**src/rtl/bsg_manycore_io_credit_bridge.sv**
```systemverilog
// Host-side endpoint on one IO-row p-port: credit-metered request path, buffered
// response path, and a fence that waits for every outstanding request to be answered.
module bsg_manycore_io_credit_bridge #(
   parameter int unsigned fwd_width_p       = 32,
   parameter int unsigned rev_width_p       = 32,
   parameter int unsigned max_out_credits_p = 16,
   parameter int unsigned rev_fifo_els_p    = 4,
   localparam int unsigned credit_width_lp  = $clog2(max_out_credits_p + 1)
) (
   input  logic                       clk_i,
   input  logic                       reset_i,

   input  logic                       host_v_i,
   input  logic [fwd_width_p-1:0]     host_data_i,
   output logic                       host_ready_o,

   output logic                       fwd_v_o,
   output logic [fwd_width_p-1:0]     fwd_data_o,
   input  logic                       fwd_ready_i,

   input  logic                       rev_v_i,
   input  logic [rev_width_p-1:0]     rev_data_i,
   output logic                       rev_ready_o,

   output logic                       resp_v_o,
   output logic [rev_width_p-1:0]     resp_data_o,
   input  logic                       resp_ready_i,

   input  logic                       fence_i,
   output logic                       fence_done_o,
   output logic [credit_width_lp-1:0] out_credits_o,
   output logic                       credit_err_o
);

   localparam int unsigned rev_ptr_w_lp = $clog2(rev_fifo_els_p);
   localparam int unsigned rev_cnt_w_lp = $clog2(rev_fifo_els_p + 1);
   localparam logic [credit_width_lp-1:0] max_credits_lp = credit_width_lp'(max_out_credits_p);
   localparam logic [rev_ptr_w_lp-1:0]    rev_last_lp    = rev_ptr_w_lp'(rev_fifo_els_p - 1);
   localparam logic [rev_cnt_w_lp-1:0]    rev_full_lp    = rev_cnt_w_lp'(rev_fifo_els_p);

   typedef enum logic {READY_S, FENCE_S} state_e;

   state_e                     state_q, state_d;
   logic                       fence_done_q, fence_done_d;
   logic [credit_width_lp-1:0] out_credits_q, out_credits_d;
   logic                       credit_err_q, credit_err_d;

   logic [1:0]                 fwd_cnt_q, fwd_cnt_d;
   logic [fwd_width_p-1:0]     fwd_head_q, fwd_head_d;
   logic [fwd_width_p-1:0]     fwd_tail_q, fwd_tail_d;

   logic [rev_width_p-1:0]     rev_mem_q [rev_fifo_els_p];
   logic [rev_width_p-1:0]     rev_mem_d [rev_fifo_els_p];
   logic [rev_ptr_w_lp-1:0]    rev_wr_ptr_q, rev_wr_ptr_d;
   logic [rev_ptr_w_lp-1:0]    rev_rd_ptr_q, rev_rd_ptr_d;
   logic [rev_cnt_w_lp-1:0]    rev_cnt_q, rev_cnt_d;

   logic host_acc, fwd_deq, rev_acc, resp_deq;
   logic credit_at_max, credit_inc;

   // A credit is reserved at accept, so packets already queued count against the budget.
   assign host_ready_o = (state_q == READY_S) && (fwd_cnt_q != 2'd2)
                         && (out_credits_q > credit_width_lp'(fwd_cnt_q));
   assign fwd_v_o      = (fwd_cnt_q != 2'd0);
   assign fwd_data_o   = fwd_head_q;
   assign rev_ready_o  = (rev_cnt_q != rev_full_lp);
   assign resp_v_o     = (rev_cnt_q != '0);
   assign resp_data_o  = rev_mem_q[rev_rd_ptr_q];
   assign fence_done_o  = fence_done_q;
   assign out_credits_o = out_credits_q;
   assign credit_err_o  = credit_err_q;

   assign host_acc      = host_v_i & host_ready_o;
   assign fwd_deq       = fwd_v_o & fwd_ready_i;
   assign rev_acc       = rev_v_i & rev_ready_o;
   assign resp_deq      = resp_v_o & resp_ready_i;
   assign credit_at_max = (out_credits_q == max_credits_lp);
   assign credit_inc    = rev_acc & ~credit_at_max;

   // Two-entry forward queue: head drives the router directly, tail is the skid slot.
   always_comb begin
      fwd_cnt_d  = fwd_cnt_q;
      fwd_head_d = fwd_head_q;
      fwd_tail_d = fwd_tail_q;
      case (fwd_cnt_q)
         2'd0: begin
            if (host_acc) begin
               fwd_head_d = host_data_i;
               fwd_cnt_d  = 2'd1;
            end
         end
         2'd1: begin
            if (host_acc && fwd_deq) begin
               fwd_head_d = host_data_i;
            end else if (host_acc) begin
               fwd_tail_d = host_data_i;
               fwd_cnt_d  = 2'd2;
            end else if (fwd_deq) begin
               fwd_cnt_d  = 2'd0;
            end
         end
         default: begin
            if (fwd_deq) begin
               fwd_head_d = fwd_tail_q;
               fwd_cnt_d  = 2'd1;
            end
         end
      endcase
   end

   // Credit counter; a return with nothing outstanding is flagged instead of counted.
   always_comb begin
      out_credits_d = out_credits_q;
      credit_err_d  = credit_err_q | (rev_acc & credit_at_max);
      case ({credit_inc, host_acc})
         2'b10:   out_credits_d = out_credits_q + credit_width_lp'(1);
         2'b01:   out_credits_d = out_credits_q - credit_width_lp'(1);
         default: out_credits_d = out_credits_q;
      endcase
   end

   always_comb begin
      rev_mem_d    = rev_mem_q;
      rev_wr_ptr_d = rev_wr_ptr_q;
      rev_rd_ptr_d = rev_rd_ptr_q;
      rev_cnt_d    = rev_cnt_q;
      if (rev_acc) begin
         rev_mem_d[rev_wr_ptr_q] = rev_data_i;
         rev_wr_ptr_d = (rev_wr_ptr_q == rev_last_lp) ? '0 : rev_wr_ptr_q + rev_ptr_w_lp'(1);
      end
      if (resp_deq) begin
         rev_rd_ptr_d = (rev_rd_ptr_q == rev_last_lp) ? '0 : rev_rd_ptr_q + rev_ptr_w_lp'(1);
      end
      case ({rev_acc, resp_deq})
         2'b10:   rev_cnt_d = rev_cnt_q + rev_cnt_w_lp'(1);
         2'b01:   rev_cnt_d = rev_cnt_q - rev_cnt_w_lp'(1);
         default: rev_cnt_d = rev_cnt_q;
      endcase
   end

   // Fence completes on next-cycle values so the pulse lands right after the last return.
   always_comb begin
      state_d      = state_q;
      fence_done_d = 1'b0;
      case (state_q)
         READY_S: begin
            if (fence_i) state_d = FENCE_S;
         end
         FENCE_S: begin
            if ((out_credits_d == max_credits_lp) && (fwd_cnt_d == 2'd0)) begin
               state_d      = READY_S;
               fence_done_d = 1'b1;
            end
         end
      endcase
   end

   always_ff @(posedge clk_i or posedge reset_i) begin
      if (reset_i) begin
         state_q       <= READY_S;
         fence_done_q  <= 1'b0;
         out_credits_q <= max_credits_lp;
         credit_err_q  <= 1'b0;
         fwd_cnt_q     <= 2'd0;
         fwd_head_q    <= '0;
         fwd_tail_q    <= '0;
         rev_wr_ptr_q  <= '0;
         rev_rd_ptr_q  <= '0;
         rev_cnt_q     <= '0;
         for (int i = 0; i < int'(rev_fifo_els_p); i++) rev_mem_q[i] <= '0;
      end else begin
         state_q       <= state_d;
         fence_done_q  <= fence_done_d;
         out_credits_q <= out_credits_d;
         credit_err_q  <= credit_err_d;
         fwd_cnt_q     <= fwd_cnt_d;
         fwd_head_q    <= fwd_head_d;
         fwd_tail_q    <= fwd_tail_d;
         rev_wr_ptr_q  <= rev_wr_ptr_d;
         rev_rd_ptr_q  <= rev_rd_ptr_d;
         rev_cnt_q     <= rev_cnt_d;
         rev_mem_q     <= rev_mem_d;
      end
   end

endmodule

```
**config.mk**
```make
export PLATFORM = sky130hd
export DESIGN_NAME = bsg_manycore_io_credit_bridge
export DESIGN_NICKNAME = d
export VERILOG_FILES = /design/src/rtl/bsg_manycore_io_credit_bridge.sv
export SDC_FILE = /design/constraint.sdc
export NUM_CORES = 1
export LEC_CHECK = 0
export ABC_AREA = 0
export CORE_UTILIZATION = 40
export DETAILED_ROUTE_END_ITERATION = 10
export PLACE_DENSITY_LB_ADDON = 0.15
export REMOVE_ABC_BUFFERS = 1
export SYNTH_ARGS = -nofsm -noshare
export SYNTH_HDL_FRONTEND = slang
export SYNTH_SLANG_ARGS = --single-unit
```
**constraint.sdc**
```tcl
create_clock -name clk_i -period 6.7 [get_ports clk_i]
set_input_delay 1.34 -clock clk_i [delete_from_list [all_inputs] [get_ports clk_i]]
set_output_delay 1.34 -clock clk_i [all_outputs]
set_load 0.03 [all_outputs]
```
== After elaboration in Yosys (flattened, before gate mapping) ==
Cells that the tools add are included.

* $add $sub $neg: 6
* $lt $le $gt $ge: 4
* Equality and inequality tests: 13
* Mux-type cells: 25
* Bitwise operators: 12
* Reductions and logical operators: 13

{| class="wikitable"
|+ Operators by type and width
! kind !! number
|-
| 2-to-1 mux 32 bit || 6
|-
| bitwise mux 128 bit || 1
|-
| binary-select mux 32 bit (select 2 bit) || 1
|-
| demux 32 bit (select 2 bit) || 1
|-
| one-hot mux 32 bit (2 select lines) || 1
|-
| 2-to-1 mux 2 bit || 7
|-
| == test 5 bit, second input constant || 2
|-
| one-hot mux 5 bit (2 select lines) || 1
|-
| == test 2 bit, second input constant || 4
|-
| bitwise AND 1 bit || 6
|-
| == test 2 x 1 -> 1 bit, second input constant || 3
|-
| greater-or-equal comparator 3 bit, second input constant || 2
|-
| inequality test 2 bit, second input constant || 3
|-
| inverter 2 -> 3 bit || 2
|-
| one-hot mux 3 bit (2 select lines) || 1
|-
| AND reduction 3 bit || 2
|-
| nonzero test 3 bit || 2
|-
| adder 5 x 1 -> 5 bit, second input constant || 1
|-
| greater-than comparator 5 x 2 -> 1 bit || 1
|-
| logical AND 1 bit || 5
|-
| subtractor 5 x 1 -> 5 bit, second input constant || 1
|-
| adder 2 x 1 -> 2 bit, second input constant || 2
|-
| zero test 2 bit || 2
|-
| 2-to-1 mux 1 bit || 4
|-
| 9 further kinds || 12
|}

* Register bits: 209
* Input bits: 71
* Output and inout port bits: 75

== Depth between registers and ports, before layout ==
Gate-level depths: netlist of the first run.

* Depth in word-level cells: 11
* Depth in mapped cells: 15

== Least setup slack after synthesis of the first run ==
No wires, ideal clock.

* Path type: input port to flip-flop
* Start point: input rev_v_i
* End point: register state_q
* Library setup time: 0.071 ns
* Arrival time: 3.517 ns
* Required time: 6.629 ns
* Path slack: 3.112 ns
* Stages: 10
* Path through: and2_1 -> clkbuf_1 -> nand2_1 -> ha_1 -> ha_1 -> or4b_2 -> o311ai_0 -> o211ai_1 -> o2111a_1 -> nor2_1

* Cells in the longest elaborated chain, start to end: 8
* Elaborated cells on any way between the ends: 9
* Classes of those cells: 3 x eq/ne; 3 x mux; 2 x bitwise; 1 x reduce/logical

{| class="wikitable"
|+ RTL lines
! item !! line !! RTL
|-
| from (decl) || 21 || <nowiki>input logic rev_v_i,</nowiki>
|-
| bitwise AND 1 bit (*) || 75 || <nowiki>assign rev_acc = rev_v_i & rev_ready_o;</nowiki>
|-
| bitwise AND 1 bit (*) || 78 || <nowiki>assign credit_inc = rev_acc & ~credit_at_max;</nowiki>
|-
| == test 2 x 1 -> 1 bit / == test 2 bit (equally long branches) || 115 || <nowiki>case ({credit_inc, host_acc})</nowiki>
|-
| one-hot mux 5 bit (2 select lines) (*) || 115 ||
|-
| net out_credits_d[4] || 45 || <nowiki>logic [credit_width_lp-1:0] out_credits_q, out_credits_d;</nowiki>
|-
| == test 5 bit (*) || 150 || <nowiki>if ((out_credits_d == max_credits_lp) && (fwd_cnt_d == 2'd0)) begin</nowiki>
|-
| logical AND 1 bit (*) || 150 ||
|-
| 2-to-1 mux 1 bit (*) || 150 ||
|-
| one-hot mux 1 bit (2 select lines) (*) || 145 || <nowiki>case (state_q)</nowiki>
|-
| net state_d || 43 || <nowiki>state_e state_q, state_d;</nowiki>
|-
| to (signal assigned) || 172 || <nowiki>state_q <= state_d;</nowiki>
|-
| to (decl) || 43 ||
|}

The timed path passes the listed nets; every way through them passes the cells marked *.
A chain may end at the register's enable or synchronous reset.

== Worst setup path in the final report of the first run ==
* Start point: register fwd_cnt_q[1]
* End point: output host_ready_o

* Cells in the longest elaborated chain, start to end: 3
* Elaborated cells on any way between the ends: 4
* Classes of those cells: 1 x order compare; 1 x eq/ne; 2 x reduce/logical

{| class="wikitable"
|+ RTL lines
! item !! line !! RTL
|-
| from (decl) || 48 || <nowiki>logic [1:0] fwd_cnt_q, fwd_cnt_d;</nowiki>
|-
| from (signal assigned) || 176 || <nowiki>fwd_cnt_q <= fwd_cnt_d;</nowiki>
|-
| parallel branches: the longest is 2 deep, another holds greater-than comparator 5 x 2 -> 1 bit || -- ||
|-
| logical AND 1 bit (*) || 63 || <nowiki>&& (out_credits_q > credit_width_lp'(fwd_cnt_q));</nowiki>
|-
| to (decl) || 15 || <nowiki>output logic host_ready_o,</nowiki>
|}

Mark *: on every way between the ends.

==> impl_summary.log, run 1 <==
[metrics] run status: finished, final reports clean
[metrics] mean post-synth cell area: 15.3 um^2
[metrics] CTS-repair resized insts: 0
[metrics] Std-Cell Rows: 55
[metrics] final layout net count: 838
[metrics] clk buf depth: 3
[metrics] drt wl/cell: 19.0 um
[metrics] TritonCTS sink count: 209
[metrics] shortest clock period the worst path allows after layout: 4.28 ns
[metrics] Mapped Area: 0.00936 mm^2
[metrics] final weighted congestion of routability-driven global placement: 0.753
[metrics] first-iteration detailed-routing DRC count: 200
[metrics] setup slack after placement: 2.38 ns
[metrics] die height: 155 um
[metrics] level count of the clock H-tree: 1
[metrics] startpoint kind of the worst setup timing path: flip-flop
[metrics] CP Capture Type: primary output
[metrics] cell with the most instances after synthesis: dfrtp_1
[metrics] total inserted antenna cells: 0
[metrics] worst min path class: flip-flop to flip-flop
[metrics] remaining design rule violation count: 0
[metrics] clock transition at the register clock pins on the worst setup and hold paths after CTS: 0.06 ns
[metrics] number of I/O pins: 146
[metrics] global-route usage over all layers: 0.175
[metrics] actual transition at the worst max-transition pin: 1.18 ns
[metrics] remaining global-route overflow: 0
[metrics] total setup buffers inserted after CTS: 0
[metrics] count of mapped cells out of synthesis: 613
[metrics] effective utilization at floorplan: 0.411
[metrics] Vias per Instance: 5.18
[metrics] Fin Clk Skew: 0.0166 ns
[metrics] synth top area cells: dfrtp_1, mux2_2, mux4_2
[metrics] post-detailed-routing wire length: 20.6 mm
[metrics] Distinct cells, synth: 46
[metrics] final sum of negative setup slack: 0 ns
[metrics] worst skew pair latency: 0.51 ns
[metrics] Final WS setup: 2.42 ns
[metrics] fill count: 1890
[metrics] Slew Limit Fails: 0
[metrics] number of hold violations in the final report: 0
[metrics] crit share post-route: 0.639
[metrics] number of hold-repair buffers added at the cts stage: 0
[metrics] worst rel slew slack: 0.211
[metrics] count of synthesis-stage warnings from yosys: 0
[metrics] Buffers on Ports: 145
[metrics] share of post-route cells with drive strength above 1: 0.321
[metrics] overall die width: 155 um
[metrics] proportion of register bits with asynchronous set or reset after synthesis: 1.00
[metrics] number of antenna violations at the first check in global routing: 1
[metrics] portion of synthesized cell area occupied by the leading cell type: 0.556
[metrics] Pre-Repair DR Iteration Count: 4
[metrics] buffer type at the clock tree root: clkbuf_16
[metrics] part of the Yosys area used for sequential elements: 0.559
[metrics] critical setup path kind: flip-flop to primary output
[metrics] worst voltage drop across the vdd grid: 0.269 mV
[metrics] maximum number of pins on one net before global-route repair: 95
[metrics] P&R area growth vs syn: 26.2%
[metrics] Critical Path RT: 5.36 ns
[metrics] core area: 0.0228 mm^2
[metrics] RSZ-0062 raised after global routing: no
[metrics] CP Data Arrival Time: 2.94 ns
[metrics] DPL Wire Length: 12.8 mm
[metrics] vias in the first global route: 6321
[metrics] Synth area leader: dfrtp_1
[metrics] largest fanout of any net on the critical path: 14
[metrics] Top FF cell, synth: dfrtp_1
[metrics] total power density per cell area: 543 mW/mm^2
[metrics] top cell types by occurrence after synthesis: dfrtp_1, mux2_2, mux4_2
[metrics] wire length of the first global-routing pass: 33.3 mm
[metrics] clock tree from TritonCTS: built
[metrics] upper clock frequency limit: 0.234 GHz
[metrics] floorplan die area: 0.0240 mm^2
[metrics] # Max-Cap Violations: 0
[metrics] flip-flop and latch count after synthesis: 209
[metrics] number of setup violations in the final report: 0
[metrics] number of enable-type register cells in the synthesized netlist: 0
[metrics] post-route antenna net violation count: 0
[metrics] Via Count: 5606
[metrics] total power of the final layout: 6.42 mW
[metrics] leak pwr: 4.96 nW
[metrics] number of buffers added by the clock tree synthesis step: 24
## metrics by stage
stage	hold slack (ns)	util	std cells	instance area, um^2
6_report	0.475	0.518	1083	11800
5_1_grt	0.506	0.518	1083	11800
4_1_cts	0.483	0.518	1083	11800
3_5_place_dp	0.466	0.485	1040	11000
3_3_place_gp	0.465	0.485	1040	11000
2_1_floorplan	0.456	-	578	9150
## worst max-delay path, stage by stage (launching register included)
cell and delay, ns:
dfrtp_1 0.65, inv_1 0.18, ha_1 0.34, and2b_2 0.17, o21ai_4 0.08, a211oi_1 0.26
clkdlybuf4s50_1 0.73
## layout by cell type, fill, tap and decap left out, types with 2 or more instances in the layout
cell,count
nor4_1,2
clkbuf_1,10
mux4_2,32
o21a_1,26
inv_1,18
nor3b_1,2
a22oi_1,7
o22a_1,26
nand2_2,4
mux2_2,135
nand3_1,3
nor2b_1,2
dfrtp_1,206
or3_1,2
ha_1,12
nand2b_1,3
clkbuf_16,24
o21ai_0,5
xor2_1,3
dfrtp_2,2
xnor2_1,3
buf_4,4
nand2_1,10
a21oi_1,4
a21o_1,2
nor2_1,11
mux2_4,28
fa_1,2
o22ai_1,7
clkbuf_8,5
clkdlybuf4s50_1,145
## routing by layer
| layer | track usage | vias to the layer above | share of wire |
|---|---|---|---|
| met5 | 0 | - | 0.00063 |
| met4 | 0.0448 | 2 | 0.018 |
| met3 | 0.0465 | 30 | 0.060 |
| met2 | 0.309 | 145 | 0.50 |
| met1 | 0.213 | 2886 | 0.42 |
| li1 | - | 2543 | - |
## cell families (layout without fill, tap and decap cells)
group	count (synthesis)	in the layout	share of synthesized area
AOI/OAI and AO/OA	88	88	0.0745
xor gates and xnor gates	6	6	0.00562
adders and majority gates	14	14	0.0203
buffers and inverters	54	211	0.0300
DFF	209	209	0.559
muxes	196	196	0.286
and+or+nand+nor	46	46	0.0249
## layout make-up
class,count,area [um^2],area share
flip-flops and latches,209,5230,0.443
inverters,19,78.8,0.00667
repair buffers,149,1480,0.125
well taps,313,392,0.0332
multi-input cells,350,3860,0.327
clock inverters,4,58.8,0.00498
clock buffers,39,707,0.0599
## report_power, final
part / internal (mW) / switching [mW] / total (mW)
registers: 1.82 / 0.359 / 2.18
clock network: 0.758 / 0.500 / 1.26
logic: 1.53 / 1.44 / 2.98
total: 4.12 / 2.30 / 6.42
## path summary, 6_finish.rpt
kind | start | endpoint | slack, ns | cells past startpoint
max | fwd_cnt_q[1]$_DFF_PP0_ | host_ready_o | 2.42 | 6
min | credit_err_o$_DFF_PP0_ | credit_err_o$_DFF_PP0_ | 0.48 | 1
max reg2reg | fwd_cnt_q[1]$_DFF_PP0_ | state_q$_DFF_PP0_ | 2.83 | 14
min reg2reg | credit_err_o$_DFF_PP0_ | credit_err_o$_DFF_PP0_ | 0.48 | 1
max in group asynchronous | reset_i | rev_mem_q[14]$_DFFE_PP0P_ | 4.01 | 3
min in group asynchronous | reset_i | fwd_data_o[18]$_DFFE_PP0P_ | 1.34 | 2
## flip-flops by register name, indices dropped and copies added (netlist names), 2 cells and up
| signal | flops |
|---|---|
| rev_mem_q | 128 |
| fwd_data_o | 32 |
| fwd_tail_q | 32 |
| out_credits_o | 5 |
| rev_cnt_q | 3 |
| fwd_cnt_q | 2 |
| rev_rd_ptr_q | 2 |
| rev_wr_ptr_q | 2 |
(Power assumes the default switching activity.)
==> run 2: changes to the inputs <==
clock period = 3.5 ns   (was 6.7 ns; I/O delays follow)
==> impl_summary.log, run 2 (same netlist as run 1, synthesis figures left out) <==
[metrics] post-route antenna net violation count: 0
[metrics] TritonCTS sink count: 209
[metrics] Pre-Repair DR Iteration Count: 4
[metrics] leading cell type in the layout, fill and taps excluded: dfrtp_1
[metrics] overall die width: 155 um
[metrics] clk buf depth: 3
[metrics] Fin Clk Skew: 0.00786 ns
[metrics] final weighted congestion of routability-driven global placement: 0.759
[metrics] area taken by multi-input logic gates: 0.00386 mm^2
[metrics] DPL Wire Length: 13.4 mm
[metrics] worst rel slew slack: 0.594
[metrics] remaining design rule violation count: 0
[metrics] level count of the clock H-tree: 1
[metrics] worst r2r path cells: 13
[metrics] critical register-to-register path endpoint: state_q$_DFF_PP0_
[metrics] critical hold path startpoint: credit_err_o$_DFF_PP0_
[metrics] actual transition at the worst max-transition pin: 0.606 ns
[metrics] sequential cell area: 0.00524 mm^2
[metrics] final core occ: 0.530
[metrics] first-iteration detailed-routing DRC count: 152
[metrics] total power density per cell area: 1030 mW/mm^2
[metrics] number of setup violations in the final report: 0
[metrics] Vias per Instance: 5.15
[metrics] Slew Limit Fails: 0
[metrics] worst skew pair latency: 0.51 ns
[metrics] core area: 0.0228 mm^2
[metrics] critical setup path kind: flip-flop to primary output
[metrics] shortest clock period the worst path allows after layout: 3.32 ns
[metrics] fill count: 1851
[metrics] max reg flops: 128
[metrics] Via Count: 5696
[metrics] clock transition at the register clock pins on the worst setup and hold paths after CTS: 0.06 ns
[metrics] number of I/O pins: 146
[metrics] P&R area growth vs syn: 29.0%
[metrics] drt wl/cell: 18.7 um
[metrics] wire length of the first global-routing pass: 34.6 mm
[metrics] number of hold violations in the final report: 0
[metrics] commonest cells after routing, fill and taps aside: dfrtp_1, clkdlybuf4s50_1, mux2_2
[metrics] effective utilization at floorplan: 0.411
[metrics] Buffers on Ports: 145
[metrics] number of antenna violations at the first check in global routing: 1
[metrics] buffer type at the clock tree root: clkbuf_16
[metrics] worst voltage drop across the vdd grid: 0.509 mV
[metrics] worst min path class: flip-flop to flip-flop
[metrics] register ranked first by flip-flop count: rev_mem_q
[metrics] share of post-route cells with drive strength above 1: 0.347
[metrics] total inserted antenna cells: 0
[metrics] CP Capture Type: primary output
[metrics] terminating pin of the worst hold path: credit_err_o$_DFF_PP0_
[metrics] hold-critical path depth: 1
[metrics] # Max-Cap Violations: 0
[metrics] Critical Path RT: 2.80 ns
[metrics] die height: 155 um
[metrics] remaining global-route overflow: 0
[metrics] CP Data Arrival Time: 2.62 ns
[metrics] startpoint kind of the worst setup timing path: flip-flop
[metrics] floorplan die area: 0.0240 mm^2
[metrics] upper clock frequency limit: 0.301 GHz
[metrics] RSZ-0062 raised after global routing: no
[metrics] largest fanout of any net on the critical path: 6
[metrics] setup slack on the worst flop-to-flop path: 0.25 ns
[metrics] run status: finished, final reports clean
[metrics] maximum number of pins on one net before global-route repair: 75
[metrics] Std-Cell Rows: 55
[metrics] final layout net count: 859
[metrics] clock tree from TritonCTS: built
[metrics] global-route usage over all layers: 0.181
[metrics] total setup buffers inserted after CTS: 0
[metrics] number of buffers added by the clock tree synthesis step: 24
[metrics] launch point of the worst reg-to-reg path: out_credits_o[1]$_DFF_PP0_
[metrics] post-detailed-routing wire length: 20.6 mm
[metrics] vias in the first global route: 6504
[metrics] total power of the final layout: 12.5 mW
[metrics] leak pwr: 5.11 nW
[metrics] crit share post-route: 0.949
-- run 2: how the worst max path moves through the flow --
stage | slack, ns | to | cells after the start | start
floorplan | -2.91 | credit_err_o$_DFF_PP0_ | 1 | reset_i
global placement | 0.10 | state_q$_DFF_PP0_ | 11 | host_v_i
detailed placement | 0.01 | state_q$_DFF_PP0_ | 11 | host_v_i
CTS | 0.08 | host_ready_o | 7 | out_credits_o[0]$_DFF_PP0_
global route | 0.01 | state_q$_DFF_PP0_ | 14 | fwd_cnt_q[1]$_DFF_PP0_
finish | 0.18 | host_ready_o | 6 | out_credits_o[1]$_DFF_PP0_
-- run 2: critical path: stages (launching register included) --
cell,delay [ns]
dfrtp_2,0.45
ha_1,0.31
and2b_2,0.16
o21ai_4,0.05
buf_4,0.15
a211oi_1,0.25
clkdlybuf4s50_1,0.73
-- run 2: per-stage QoR --
step                      cells  TNS [ns]  cell area (um^2)  worst slack, ns  hold WS, ns
after floorplan             578   -606.07              9150            -2.91        0.456
after global placement     1061         0             11300            0.101        0.470
after detailed placement   1061         0             11300           0.0106        0.470
after CTS                  1105         0             12100           0.0794        0.487
after global routing       1105         0             12100           0.0147        0.506
final                      1105         0             12100            0.180        0.485
-- run 2: per-layer routing --
layer / vias up / routed length, um / track usage
li1: 2593 / - / -
met1: 2931 / 8870 / 0.227
met2: 139 / 9990 / 0.308
met3: 31 / 1410 / 0.0515
met4: 2 / 348 / 0.0453
met5: - / 12 / 0
-- run 2: layout make-up --
type	count	area share
Tap cell	313	0.0324
Multi-Input combinational cell	350	0.320
Clock inverter	8	0.00871
Clock buffer	36	0.0576
Inverter	19	0.00653
Sequential cell	209	0.434
Timing Repair Buffer	170	0.141
-- run 2: timing repair --
action                                  4_1_cts  5_1_grt
endpoints found under the hold margin         0        0
hold buffers                                  0        0
endpoints found under the setup margin        0        3
resized for setup                             0        3
-- run 2: power by group --
part	internal [mW]	switching (mW)	total (mW)	leakage, nW
sequential	3.50	0.633	4.13	2.53
combinational	3.02	2.83	5.84	2.18
clock	1.52	0.966	2.49	0.395
total	8.04	4.43	12.5	5.11
==> run 3: changes to the inputs <==
RECOVER_POWER = 100   (was default)
==> impl_summary.log, run 3 (same netlist as run 1, synthesis figures left out) <==
[metrics] effective utilization at floorplan: 0.411
[metrics] number of I/O pins: 146
[metrics] Clock power frac: 0.205
[metrics] violations in the final reports: max-capacitance violations, max-slew violations
[metrics] worst voltage drop across the vdd grid: 0.485 mV
[metrics] critical-path cell list: clkbuf_2 -> mux4_2 -> dlygate4sd3_1
[metrics] Slew Limit Fails: 62
[metrics] DPL Wire Length: 13.4 mm
[metrics] vias in the first global route: 6504
[metrics] worst rel slew slack: -0.660
[metrics] number of buffers and inverters on the critical path: 2
[metrics] sequential power share: 0.339
[metrics] post-detailed-routing wire length: 20.6 mm
[metrics] critical setup path kind: flip-flop to primary output
[metrics] leading cell type in the layout, fill and taps excluded: dfrtp_1
[metrics] Critical-path top delay cell: dlygate4sd3_1
[metrics] Gate power share: 0.456
[metrics] Critical Path RT: 2.80 ns
[metrics] number of antenna violations at the first check in global routing: 1
[metrics] clock transition at the register clock pins on the worst setup and hold paths after CTS: 0.06 ns
[metrics] number of buffers added by the clock tree synthesis step: 24
[metrics] origin of the worst setup path: rev_rd_ptr_q[0]$_DFFE_PP0P_
[metrics] final core occ: 0.523
[metrics] worst skew pair latency: 0.51 ns
[metrics] leak pwr: 5.10 nW
[metrics] run status: complete, but fails checks
[metrics] Area after DPL: 0.0113 mm^2
[metrics] TritonCTS sink count: 209
[metrics] Pre-Repair DR Iteration Count: 5
[metrics] register ranked first by flip-flop count: rev_mem_q
[metrics] upper clock frequency limit: 0.299 GHz
[metrics] remaining global-route overflow: 0
[metrics] cell class contributing the biggest share of worst-path delay: buffers and inverters
[metrics] crit share post-route: 0.957
[metrics] global-route usage over all layers: 0.181
[metrics] launch point of the worst reg-to-reg path: out_credits_o[1]$_DFF_PP0_
[metrics] fill count: 1883
[metrics] number of hold violations in the final report: 0
[metrics] Std-Cell Rows: 55
[metrics] Buffers on Ports: 145
[metrics] largest fanout of any net on the critical path: 14
[metrics] final weighted congestion of routability-driven global placement: 0.759
[metrics] net switching power figure: 4.37 mW
[metrics] max reg flops: 128
[metrics] first-iteration detailed-routing DRC count: 193
[metrics] Fin Clk Skew: 0.00741 ns
[metrics] floorplan die area: 0.0240 mm^2
[metrics] startpoint kind of the worst setup timing path: flip-flop
[metrics] CP Capture Type: primary output
[metrics] commonest cells after routing, fill and taps aside: dfrtp_1, mux2_2, dlygate4sd3_1
[metrics] total stage count of the critical path: 3
[metrics] buffer type at the clock tree root: clkbuf_16
[metrics] critical hold path startpoint: credit_err_o$_DFF_PP0_
[metrics] final layout net count: 859
[metrics] remaining design rule violation count: 0
[metrics] Via Count: 5693
[metrics] core area: 0.0228 mm^2
[metrics] worst min path class: flip-flop to flip-flop
[metrics] Power Internal: 7.77 mW
[metrics] share of post-route cells with drive strength above 1: 0.303
[metrics] critical register-to-register path endpoint: fwd_tail_q[12]$_DFFE_PP0P_
[metrics] total power of the final layout: 12.1 mW
[metrics] total inserted antenna cells: 0
[metrics] die height: 155 um
[metrics] worst setup path endpoint: resp_data_o[12]
[metrics] design area: 0.0119 mm^2
[metrics] clock tree from TritonCTS: built
[metrics] overall die width: 155 um
[metrics] # Max-Cap Violations: 1
[metrics] drt wl/cell: 18.7 um
[metrics] actual transition at the worst max-transition pin: 2.49 ns
[metrics] total power density per cell area: 1020 mW/mm^2
[metrics] wire length of the first global-routing pass: 34.6 mm
[metrics] level count of the clock H-tree: 1
[metrics] Switching Share: 0.360
[metrics] maximum number of pins on one net before global-route repair: 75
[metrics] number of setup violations in the final report: 0
[metrics] worst r2r path cells: 8
[metrics] RSZ-0062 raised after global routing: no
[metrics] CP Data Arrival Time: 2.65 ns
[metrics] post-route antenna net violation count: 0
[metrics] shortest clock period the worst path allows after layout: 3.35 ns
[metrics] setup slack on the worst flop-to-flop path: 0.26 ns
[metrics] highest cell delay on the worst timing path: 0.71 ns
[metrics] Vias per Instance: 5.15
[metrics] P&R area growth vs syn: 27.2%
[metrics] clk buf depth: 3
## run 3: area by class of cell
type                    instances  area [um^2]  share of cell area
inverters                      19         71.3             0.00599
clock buffers                  36          696              0.0584
repair buffers                170         1650               0.139
well taps                     313          392              0.0329
flip-flops and latches        209         5240               0.440
clock inverters                 8          105             0.00883
multi-input cells             350         3750               0.315
## run 3: per-stage QoR
step,setup TNS [ns],hold slack (ns),instances,setup slack (ns)
after global placement,0,0.470,1061,0.101
after CTS,0,0.487,1105,0.0794
final,0,0.480,1105,0.151
after floorplan,-606.07,0.456,578,-2.91
after detailed placement,0,0.470,1061,0.0106
after global routing,0,0.500,1105,0.0124
## run 3: how the worst min path moves through the flow
stage                     cells past startpoint                       end
final                                         1    credit_err_o$_DFF_PP0_
after global routing                          1    credit_err_o$_DFF_PP0_
after CTS                                     1    credit_err_o$_DFF_PP0_
after detailed placement                      1    credit_err_o$_DFF_PP0_
after global placement                        1    credit_err_o$_DFF_PP0_
after floorplan                               1  rev_cnt_q[2]$_DFFE_PP0P_
## run 3: what timing repair did
action / in CTS / in global routing
gates resized for setup: 0 / 3
buffers inserted: 0 / 0
hold endpoints to repair: 0 / 0
setup endpoints to repair: 0 / 3
hold buffers: 0 / 0
## run 3: power by group through the flow
stage / logic (mW) / registers [mW] / clock network [mW]
floorplan: 3.38 / 4.51 / 0
global placement: 5.79 / 4.06 / 0
detailed placement: 5.91 / 4.16 / 0
CTS: 5.93 / 4.13 / 2.57
global route: 5.97 / 4.26 / 2.68
finish: 5.54 / 4.12 / 2.49
## run 3: per-layer routing
layer  vias up  part of all wire  global-route usage
li1       2593                 -                   -
met5         -           0.00058                   0
met2       133              0.48               0.308
met4         2             0.017              0.0453
met3        32             0.067              0.0515
met1      2933              0.43               0.227
